## config.mk

```make
export PLATFORM = sky130hd
export DESIGN_NAME = tx_chan_router
export DESIGN_NICKNAME = d
export VERILOG_FILES = /design/src/rtl/tx_inband_pkg.sv /design/src/rtl/tx_chan_router.sv
export SDC_FILE = /design/constraint.sdc
export NUM_CORES = 1
export LEC_CHECK = 0
export CORE_MARGIN = 2
export CORE_UTILIZATION = 30
export CTS_CLUSTER_SIZE = 24
export DETAILED_ROUTE_END_ITERATION = 8
export GPL_ROUTABILITY_DRIVEN = 0
export PLACE_DENSITY_LB_ADDON = 0.12
export SLEW_MARGIN = 15
export SYNTH_ARGS = -nofsm -noshare
export SYNTH_HDL_FRONTEND = slang
export SYNTH_SLANG_ARGS = --single-unit
```

## constraint.sdc

```tcl
create_clock -name txclk -period 5.8 [get_ports txclk]
set_input_delay 1.74 -clock txclk [delete_from_list [all_inputs] [get_ports txclk]]
set_output_delay 1.74 -clock txclk [all_outputs]
set_load 0.02 [all_outputs]
```

## src/rtl/tx_inband_pkg.sv

```systemverilog
// Shared in-band packet definitions for the TX path: header field
// positions, packet geometry, command-channel code and router states.
package tx_inband_pkg;

    // Header word field positions
    localparam int unsigned CHAN_HI = 20;
    localparam int unsigned CHAN_LO = 16;
    localparam int unsigned LEN_HI  = 8;
    localparam int unsigned LEN_LO  = 0;

    localparam int unsigned CHAN_W  = CHAN_HI - CHAN_LO + 1;
    localparam int unsigned LEN_W   = LEN_HI - LEN_LO + 1;

    // 32-bit words per packet, header included
    localparam int unsigned PKT_WORDS = 128;

    // Header channel code that selects the command RAM
    localparam logic [CHAN_W-1:0] CMD_CHAN = 5'h1F;

    // Router packet-handling states
    typedef enum logic [1:0] {
        IDLE  = 2'd0,
        ROUTE = 2'd1,
        DROP  = 2'd2
    } rtr_state_t;

    // Channel field of a header word
    function automatic logic [CHAN_W-1:0] hdr_chan(input logic [31:0] w);
        return w[CHAN_HI:CHAN_LO];
    endfunction

    // Payload length field of a header word (carried through untouched)
    function automatic logic [LEN_W-1:0] hdr_len(input logic [31:0] w);
        return w[LEN_HI:LEN_LO];
    endfunction

endpackage

```

## src/rtl/tx_chan_router.sv

```systemverilog
// Steers each 128-word in-band packet from the TX packer into its channel
// RAM (or the command RAM), commits it at end of packet, and discards and
// counts packets for unknown channels or full RAMs.
module tx_chan_router
    import tx_inband_pkg::*;
#(
    parameter int unsigned NUM_CHAN = 2
) (
    input  logic                txclk,
    input  logic                reset,
    input  logic [31:0]         usbdata_final,
    input  logic                WR_final,
    input  logic [NUM_CHAN:0]   chan_have_space,
    output logic [31:0]         ram_data,
    output logic [NUM_CHAN:0]   WR_channel,
    output logic [NUM_CHAN:0]   WR_done_channel,
    output logic [15:0]         dropped_pkts,
    output logic                busy
);

    localparam int unsigned NOUT     = NUM_CHAN + 1;
    localparam int unsigned IDX_W    = (NOUT > 1) ? $clog2(NOUT) : 1;
    localparam logic [7:0]  LAST_CNT = 8'(PKT_WORDS);

    rtr_state_t        state, state_nxt;
    logic [7:0]        word_cnt, word_cnt_nxt;
    logic [7:0]        cnt_inc;
    logic              last_word;
    logic [IDX_W-1:0]  idx, idx_nxt;
    logic [NUM_CHAN:0] wr_nxt;
    logic [NUM_CHAN:0] done_pend, done_pend_nxt;
    logic              drop_inc;

    logic [CHAN_W-1:0] hdr_c;
    logic              hdr_valid;
    logic [IDX_W-1:0]  hdr_idx;

    function automatic logic [NUM_CHAN:0] onehot(input logic [IDX_W-1:0] i);
        logic [NUM_CHAN:0] m;
        m    = '0;
        m[i] = 1'b1;
        return m;
    endfunction

    // Decode the channel field of the current word into a RAM index
    always_comb begin
        hdr_c     = hdr_chan(usbdata_final);
        hdr_valid = 1'b0;
        hdr_idx   = '0;
        if (32'(hdr_c) < NUM_CHAN) begin
            hdr_valid = 1'b1;
            hdr_idx   = IDX_W'(hdr_c);
        end else if (hdr_c == CMD_CHAN) begin
            hdr_valid = 1'b1;
            hdr_idx   = IDX_W'(NUM_CHAN);
        end
    end

    // Next-state, word counter, write strobe and commit scheduling
    always_comb begin
        state_nxt     = state;
        word_cnt_nxt  = word_cnt;
        idx_nxt       = idx;
        wr_nxt        = '0;
        done_pend_nxt = '0;
        drop_inc      = 1'b0;
        cnt_inc       = word_cnt + 8'd1;
        last_word     = (cnt_inc == LAST_CNT);

        case (state)
            IDLE: begin
                word_cnt_nxt = '0;
                if (WR_final) begin
                    word_cnt_nxt = 8'd1;
                    // Space is only looked at here: the RAM reserves a whole
                    // packet, so later deassertions must not abort it.
                    if (hdr_valid && chan_have_space[hdr_idx]) begin
                        idx_nxt   = hdr_idx;
                        wr_nxt    = onehot(hdr_idx);
                        state_nxt = ROUTE;
                    end else begin
                        state_nxt = DROP;
                    end
                end
            end

            ROUTE: begin
                if (WR_final) begin
                    wr_nxt       = onehot(idx);
                    word_cnt_nxt = cnt_inc;
                    if (last_word) begin
                        // Commit goes out one cycle after the last write
                        done_pend_nxt = onehot(idx);
                        word_cnt_nxt  = '0;
                        state_nxt     = IDLE;
                    end
                end
            end

            DROP: begin
                if (WR_final) begin
                    word_cnt_nxt = cnt_inc;
                    if (last_word) begin
                        drop_inc     = 1'b1;
                        word_cnt_nxt = '0;
                        state_nxt    = IDLE;
                    end
                end
            end

            default: begin
                word_cnt_nxt = '0;
                state_nxt    = IDLE;
            end
        endcase
    end

    // FSM state, counter, latched index and pending commit
    always_ff @(posedge txclk) begin
        if (reset) begin
            state     <= IDLE;
            word_cnt  <= '0;
            idx       <= '0;
            done_pend <= '0;
        end else begin
            state     <= state_nxt;
            word_cnt  <= word_cnt_nxt;
            idx       <= idx_nxt;
            done_pend <= done_pend_nxt;
        end
    end

    // Registered RAM-side outputs and drop counter
    always_ff @(posedge txclk) begin
        if (reset) begin
            ram_data        <= '0;
            WR_channel      <= '0;
            WR_done_channel <= '0;
            dropped_pkts    <= '0;
        end else begin
            WR_channel      <= wr_nxt;
            WR_done_channel <= done_pend;
            if (wr_nxt != '0) begin
                ram_data <= usbdata_final;
            end
            if (drop_inc && (dropped_pkts != '1)) begin
                dropped_pkts <= dropped_pkts + 16'd1;
            end
        end
    end

    assign busy = (state != IDLE);

endmodule

```

==> results of run 1 <==
[worst reg2reg max path, cell delays in order (launching register included)]
cell       delay (ns)
dfxtp_1          0.47
ha_1             0.26
nand2_1          0.08
a311oi_2         0.33
o2111ai_4        0.45
nor4b_1          0.48
mux2_1           0.35
[how the worst max path moves through the flow]
stage / depth (start not counted) / from / end
5_1_grt: 7 / usbdata_final[17] / ram_data[12]$_SDFFE_PP0P_
6_report: 7 / usbdata_final[17] / ram_data[29]$_SDFFE_PP0P_
3_5_place_dp: 7 / usbdata_final[17] / ram_data[12]$_SDFFE_PP0P_
2_1_floorplan: 6 / usbdata_final[20] / ram_data[10]$_SDFFE_PP0P_
4_1_cts: 7 / usbdata_final[17] / ram_data[12]$_SDFFE_PP0P_
3_3_place_gp: 7 / usbdata_final[17] / ram_data[1]$_SDFFE_PP0P_
[logic make-up (layout without fill, tap and decap cells)]
| kind of cell | count (synthesis) | in the layout | share of synthesized area [%] |
|---|---|---|---|
| mux | 38 | 38 | 11.3 |
| fa+ha+maj | 6 | 6 | 2.19 |
| flops | 69 | 69 | 40.4 |
| compound gates | 54 | 54 | 11.0 |
| simple gates | 182 | 182 | 31.5 |
| xor+xnor | 1 | 1 | 0.256 |
| buf+inv | 27 | 116 | 3.44 |
[report_power, final]
part	switching (mW)	internal [mW]
logic	0.0432	0.0505
registers	0.00457	0.479
clock network	0.214	0.444
[sequential cells by signal (all words and copies together), names as in the netlist]
signal and flops:
done_pend 3, word_cnt 8, idx 2, ram_data 32, dropped_pkts 16, WR_done_channel 3
state 2, WR_channel 3
[routing by layer]
metal	up-vias	GRT usage [%]
met2	104	20.3
met5	-	0
li1	1497	-
met1	1390	16.8
met3	12	6.18
met4	0	5.50
[cell type report]
type                    count  area [um^2]
clock inverters             5          106
well taps                 140          175
fillers                  1080         6180
clock buffers              11          253
flip-flops and latches     69         1380
inverters                   6         22.5
multi-input cells         281         1930
repair buffers             94          931
[synth_stat cells (2+ instances only)]
cell type / n / area [um^2]
ha_1: 6 / 75.1
buf_2: 7 / 35.0
or3_1: 3 / 18.8
nor4_1: 3 / 18.8
and2_1: 2 / 12.5
nor3_1: 8 / 40.0
or4_1: 8 / 60.1
o21ai_0: 2 / 10.0
clkbuf_1: 13 / 48.8
nand4b_1: 2 / 17.5
nor2_1: 20 / 75.1
nand3_1: 14 / 70.1
and4_1: 2 / 17.5
a21oi_1: 22 / 110
o21ai_1: 7 / 35.0
a31oi_1: 2 / 12.5
nor2b_1: 12 / 75.1
mux2_1: 4 / 45.0
dfxtp_1: 69 / 1380
inv_1: 6 / 22.5
nand2_1: 18 / 67.6
o31ai_1: 8 / 60.1
nand2b_1: 70 / 438
mux2i_1: 34 / 340
nor4_4: 2 / 42.5
and3_1: 5 / 31.3
nand4_1: 7 / 43.8
a32oi_1: 2 / 17.5
[cells in the final DEF (no fill, tap or decap), drive strengths merged, types with 2 or more instances in the layout]
master         count
a21oi             22
a31oi              2
a32oi              2
and2               2
and3               5
and4               2
buf                3
bufinv             3
clkbuf            11
clkdlybuf4s50     91
dfxtp             69
ha                 6
inv                6
mux2               4
mux2i             34
nand2             19
nand2b            70
nand3             14
nand4              7
nand4b             2
nor2              21
nor2b             12
nor3               8
nor4               5
o21ai              9
o31ai              8
or3                3
or4                8
==> metrics.csv, run 1 <==
stage;metric;value;unit
finish;design_area;4800;um^2
grt;grt_antenna_before_repair;0;
floorplan;ioPinCount;93;
finish;diodes;0;
timing;finClkSkew;0.0119;ns
setup_path;critPathBufInv;2;
clock_network;path_clk_slew;0.06;ns
drt;firstDrtPassIters;4;
clock_network;cts_hold_buffers;0;
drt;top_layer_used;met4;
setup_path;cp_top_family;buffers and inverters;
timing;hold_violations;0;
placement;dp_slack;1.70;ns
timing;drv_slew;0;
power;total_power;1.24;mW
finish;finish.utilization;43.7;%
drt;routed_wl;8.15;mm
clock_network;clk_path_buf_depth;2;
floorplan;die_h;111;um
timing;worst_hold_slack;0.436;ns
clock_network;cts_resized;0;
placement;dpl-instance-area;4440;um^2
finish;finalNonFillerCells;606;
drt;met2_length;3.44;mm
synthesis;synth_edf_count;0;
drt;antenna_left;0;
synthesis;async_flop_share;0;%
floorplan;dieWidth;111;um
worst_hold_path;min-delay-start;done_pend[1]$_SDFF_PP0_;
floorplan;core;11000;um^2
setup_path;path_class;in2reg;
timing;tightest_slew;0.993;ns
placement;dp.cells;590;
setup_path;endpoint_kind;register;
grt;overflow;0;
setup_path;reg2reg_to;dropped_pkts[10]$_SDFFE_PP0P_;
setup_path;critPathSlowestCell;nor4_1;
timing;setup_viol;0;
synthesis;syn_nets;421;
drt;drt_iter0_markers;142;
synthesis;synth_area;3420;um^2
drt;drc;0;
setup_path;worstRegToRegCells;6;
clock_network;post_cts_buffers;0;
synthesis;avgSynthCellArea;9.07;um^2
worst_hold_path;whs_endpoint;WR_done_channel[1]$_SDFF_PP0_;
floorplan;dieArea;12300;um^2
synthesis;syn_inst;377;
worst_hold_path;holdPathStages;1;
drt;vias;3003;
timing;fin_ws;2.03;ns
clock_network;cts_buffers;9;
grt;grt_max_degree;55;
setup_path;worst-path-max-fanout;32;
synthesis;ys_ff_latch;69;
synthesis;synth_sequential_area_ratio;40.4;%
setup_path;crit_required;5.99;ns
grt;grt_first_pass_wirelength;13.9;mm
timing;finalSetupTns;0;ns
drt;wl_per_cell;13.4;um
placement;hpwl;5.54;mm
synthesis;synth_cell_type_count;47;
placement;portBuffers;92;
drt;dr_wl_met3;850;um
finish;nNetsFinal;505;
grt;grt.total_usage;13.5;%
timing;finalCritPeriodShare;65.0;%
clock_network;h-tree-depth;3;
synthesis;yosysWarnings;0;
power;ir_drop;123;uV
run;cap_viol_max_count;0;
clock_network;insertion_delay;0.33;ns
synthesis;ys_dominant_reg_cell;dfxtp_1;
drt;wirelength_met1;3.73;mm
setup_path;arrival;3.96;ns
timing;fmax;0.265;GHz
timing;max_slew_margin;33.7;%
finish;drive_gt1_share;5.79;%
finish;area_growth;40.3;%
setup_path;cp_cell_sequence;clkdlybuf4s50_1 > nor4_1 > a21oi_1 > o21ai_1 > a211oi_4 > buf_4 > mux2i_1;
grt;grt_pass1_vias;2923;
setup_path;slowest_delay;0.74;ns
setup_path;reg2reg_from;word_cnt[0]$_SDFFE_PP0P_;
power;p_per_area;258;nW/um^2
worst_hold_path;min_path_type;reg2reg;
clock_network;cts-root-buf;clkbuf_16;
outcome;status;finished clean;
setup_path;r2r_slack;3.27;ns
setup_path;start_kind;input port;
timing;layout_min_cycle_time;3.77;ns
floorplan;start_util;31.1;%
power;p_leak;1.85;nW
timing;grt_setup_unrepaired;false;
floorplan;rows;38;
drt;vias_per_cell;4.96;
clock_network;cts_sinks;69;
clock_network;tritoncts;yes;
(Power assumes the default switching activity.)
==> run 2, diff against run 1 <==
Clock period 5.8 ns to 3.32 ns, I/O delays scaled along.
==> run 2 against run 1 <==
- power up 64%
- hold slack worse by 0.0018 ns
- sequential share of layout area decreased by 0.075 points
- sequential power increased by 75%
- non-clock buffer count rose by 6
- first-iteration DRC count decreased by 36%
- final cell count up 0.83%
- clock-buffer cell count is 2 lower
- largest power group unchanged
==> metrics.csv, run 2 (synthesis gave the netlist of run 1 again) <==
stage;metric;value;unit;change
placement;hpwl;5.81;mm;was 5.54 mm
clock_network;path_clk_slew;0.06;ns;about the same
grt;grt.total_usage;13.5;%;about the same
clock_network;cts_resized;0;;unchanged
drt;antenna_left;0;;unchanged
finish;drive_gt1_share;6.79;%;was 5.79%
clock_network;clk_path_buf_depth;2;;unchanged
grt;grt_first_pass_wirelength;13.7;mm;was 13.9 mm
finish;multiInputGateArea;1930;um^2;unchanged
finish;finalNonFillerCells;611;;was 606
worst_hold_path;min_path_type;reg2reg;;unchanged
grt;overflow;0;;unchanged
timing;finClkSkew;0.00684;ns;was 0.0119 ns
drt;routed_wl;8.22;mm;was 8.15 mm
timing;grt_setup_unrepaired;false;;unchanged
placement;portBuffers;92;;unchanged
setup_path;crit_required;2.32;ns;was 5.99 ns
setup_path;critPathBufInv;3;;was 2
finish;nNetsFinal;511;;was 505
grt;grt_pass1_vias;2854;;was 2923
finish;area_growth;40.6;%;was 40.3%
placement;dpl-instance-area;4500;um^2;was 4440 um^2
floorplan;rows;38;;unchanged
power;p_per_area;421;nW/um^2;was 258 nW/um^2
setup_path;critPathSlowestCell;clkdlybuf4s50_1;;was nor4_1
power;p_leak;1.86;nW;was 1.85 nW
finish;fillers;1098;;was 1080
floorplan;dieArea;12300;um^2;unchanged
setup_path;arrival;1.76;ns;was 3.96 ns
setup_path;path_class;reg2out;;was in2reg
drt;wl_per_cell;13.5;um;was 13.4 um
timing;max_slew_margin;37.4;%;was 33.7%
run;cap_viol_max_count;0;;unchanged
finish;seq_area;1380;um^2;unchanged
floorplan;die_h;111;um;unchanged
floorplan;start_util;31.1;%;unchanged
grt;grt_antenna_before_repair;0;;unchanged
drt;vias;2983;;was 3003
setup_path;cp_cell_sequence;inv_1 > ha_1 > inv_1 > clkdlybuf4s50_1;;was clkdlybuf4s50_1 > nor4_1 > a21oi_1 > o21ai_1 > a211oi_4 > buf_4 > mux2i_1
timing;drv_slew;0;;unchanged
power;ir_drop;279;uV;was 123 uV
finish;diodes;0;;unchanged
finish;top_regs;ram_data (32), dropped_pkts (16), word_cnt (8);;unchanged
clock_network;post_cts_buffers;0;;unchanged
floorplan;ioPinCount;93;;unchanged
finish;design_area;4810;um^2;was 4800 um^2
drt;vias_per_cell;4.88;;was 4.96
setup_path;start_kind;register;;was input port
drt;drc;0;;unchanged
outcome;status;finished clean;;unchanged
timing;finalSetupTns;0;ns;unchanged
setup_path;cp_common_cell;inv_1;;
clock_network;cts-root-buf;clkbuf_16;;unchanged
placement;dp.cells;596;;was 590
setup_path;slowest_delay;0.61;ns;was 0.74 ns
timing;setup_viol;0;;unchanged
timing;fmax;0.363;GHz;
setup_path;endpoint_kind;primary output;;was register
clock_network;cts_sinks;69;;unchanged
clock_network;h-tree-depth;3;;unchanged
clock_network;insertion_delay;0.32;ns;was 0.33 ns
timing;finalCritPeriodShare;82.9;%;
floorplan;dieWidth;111;um;unchanged
setup_path;cp_top_family;buffers and inverters;;unchanged
drt;firstDrtPassIters;4;;unchanged
finish;layout_commonest_cell;clkdlybuf4s50_1;;unchanged
setup_path;worst-path-max-fanout;5;;was 32
clock_network;tritoncts;yes;;unchanged
timing;layout_min_cycle_time;2.75;ns;
timing;tightest_slew;0.933;ns;was 0.993 ns
drt;drt_iter0_markers;91;;was 142
clock_network;cts_buffers;9;;unchanged
power;total_power;2.02;mW;was 1.24 mW
finish;top_register;ram_data;;unchanged
floorplan;core;11000;um^2;unchanged
clock_network;cts_hold_buffers;0;;unchanged
grt;grt_max_degree;53;;was 55
finish;largest_reg_flops;32;;unchanged
finish;mostFrequentLayoutCells;91 x clkdlybuf4s50_1, 70 x nand2b_1, 69 x dfxtp_1;;unchanged
timing;hold_violations;0;;unchanged
==> run 2: cell count changes in the layout (fill, tap and decap cells not counted) <==
cell	delta
buf_12	+1
clkinvlp_4	+1
bufinv_16	-1
clkbuf_8	-2
buf_4	+5
clkinv_2	+1
==> run 2: layout make-up <==
type / instances / share of cell area [%]
clock buffer: 9 / 4.68
clock inverter: 6 / 1.85
inverter: 6 / 0.468
multi-input combinational: 281 / 40.1
sequential: 69 / 28.7
tap: 140 / 3.64
timing repair buffer: 100 / 20.5
==> run 2: worst paths after layout <==
kind                             from                       endpoint  slack (ns)  cells past startpoint
max             state[0]$_SDFFE_PP0P_                           busy        0.57                      4
max reg2reg  word_cnt[0]$_SDFFE_PP0P_  dropped_pkts[11]$_SDFFE_PP0P_        0.90                      7
min           done_pend[2]$_SDFF_PP0_  WR_done_channel[2]$_SDFF_PP0_        0.43                      1
min reg2reg   done_pend[2]$_SDFF_PP0_  WR_done_channel[2]$_SDFF_PP0_        0.43                      1
==> run 2: routing by layer <==
metal | track usage (%) | share of wire (%) | vias to the layer above
met5 | 0 | 0 | -
met4 | 4.50 | 1.1 | 0
met3 | 5.52 | 9.0 | 7
met2 | 20.6 | 42 | 90
met1 | 17.2 | 48 | 1367
li1 | - | - | 1519
==> run 2: through the flow <==
| step | hold WS (ns) | setup slack (ns) | utilization, % |
|---|---|---|---|
| after CTS | 0.436 | 0.553 | 43.8 |
| after global placement | 0.423 | 0.466 | 40.9 |
| after floorplan | 0.414 | 0.921 | - |
| after detailed placement | 0.427 | 0.397 | 40.9 |
| final | 0.434 | 0.567 | 43.8 |
| after global routing | 0.463 | 0.464 | 43.8 |
==> run 2: power by group <==
group / total, mW / switching (mW) / leakage [nW] / internal [mW]
logic: 0.167 / 0.0764 / 1.15 / 0.0906
clock network: 1.01 / 0.357 / 0.147 / 0.653
registers: 0.846 / 0.00834 / 0.557 / 0.837
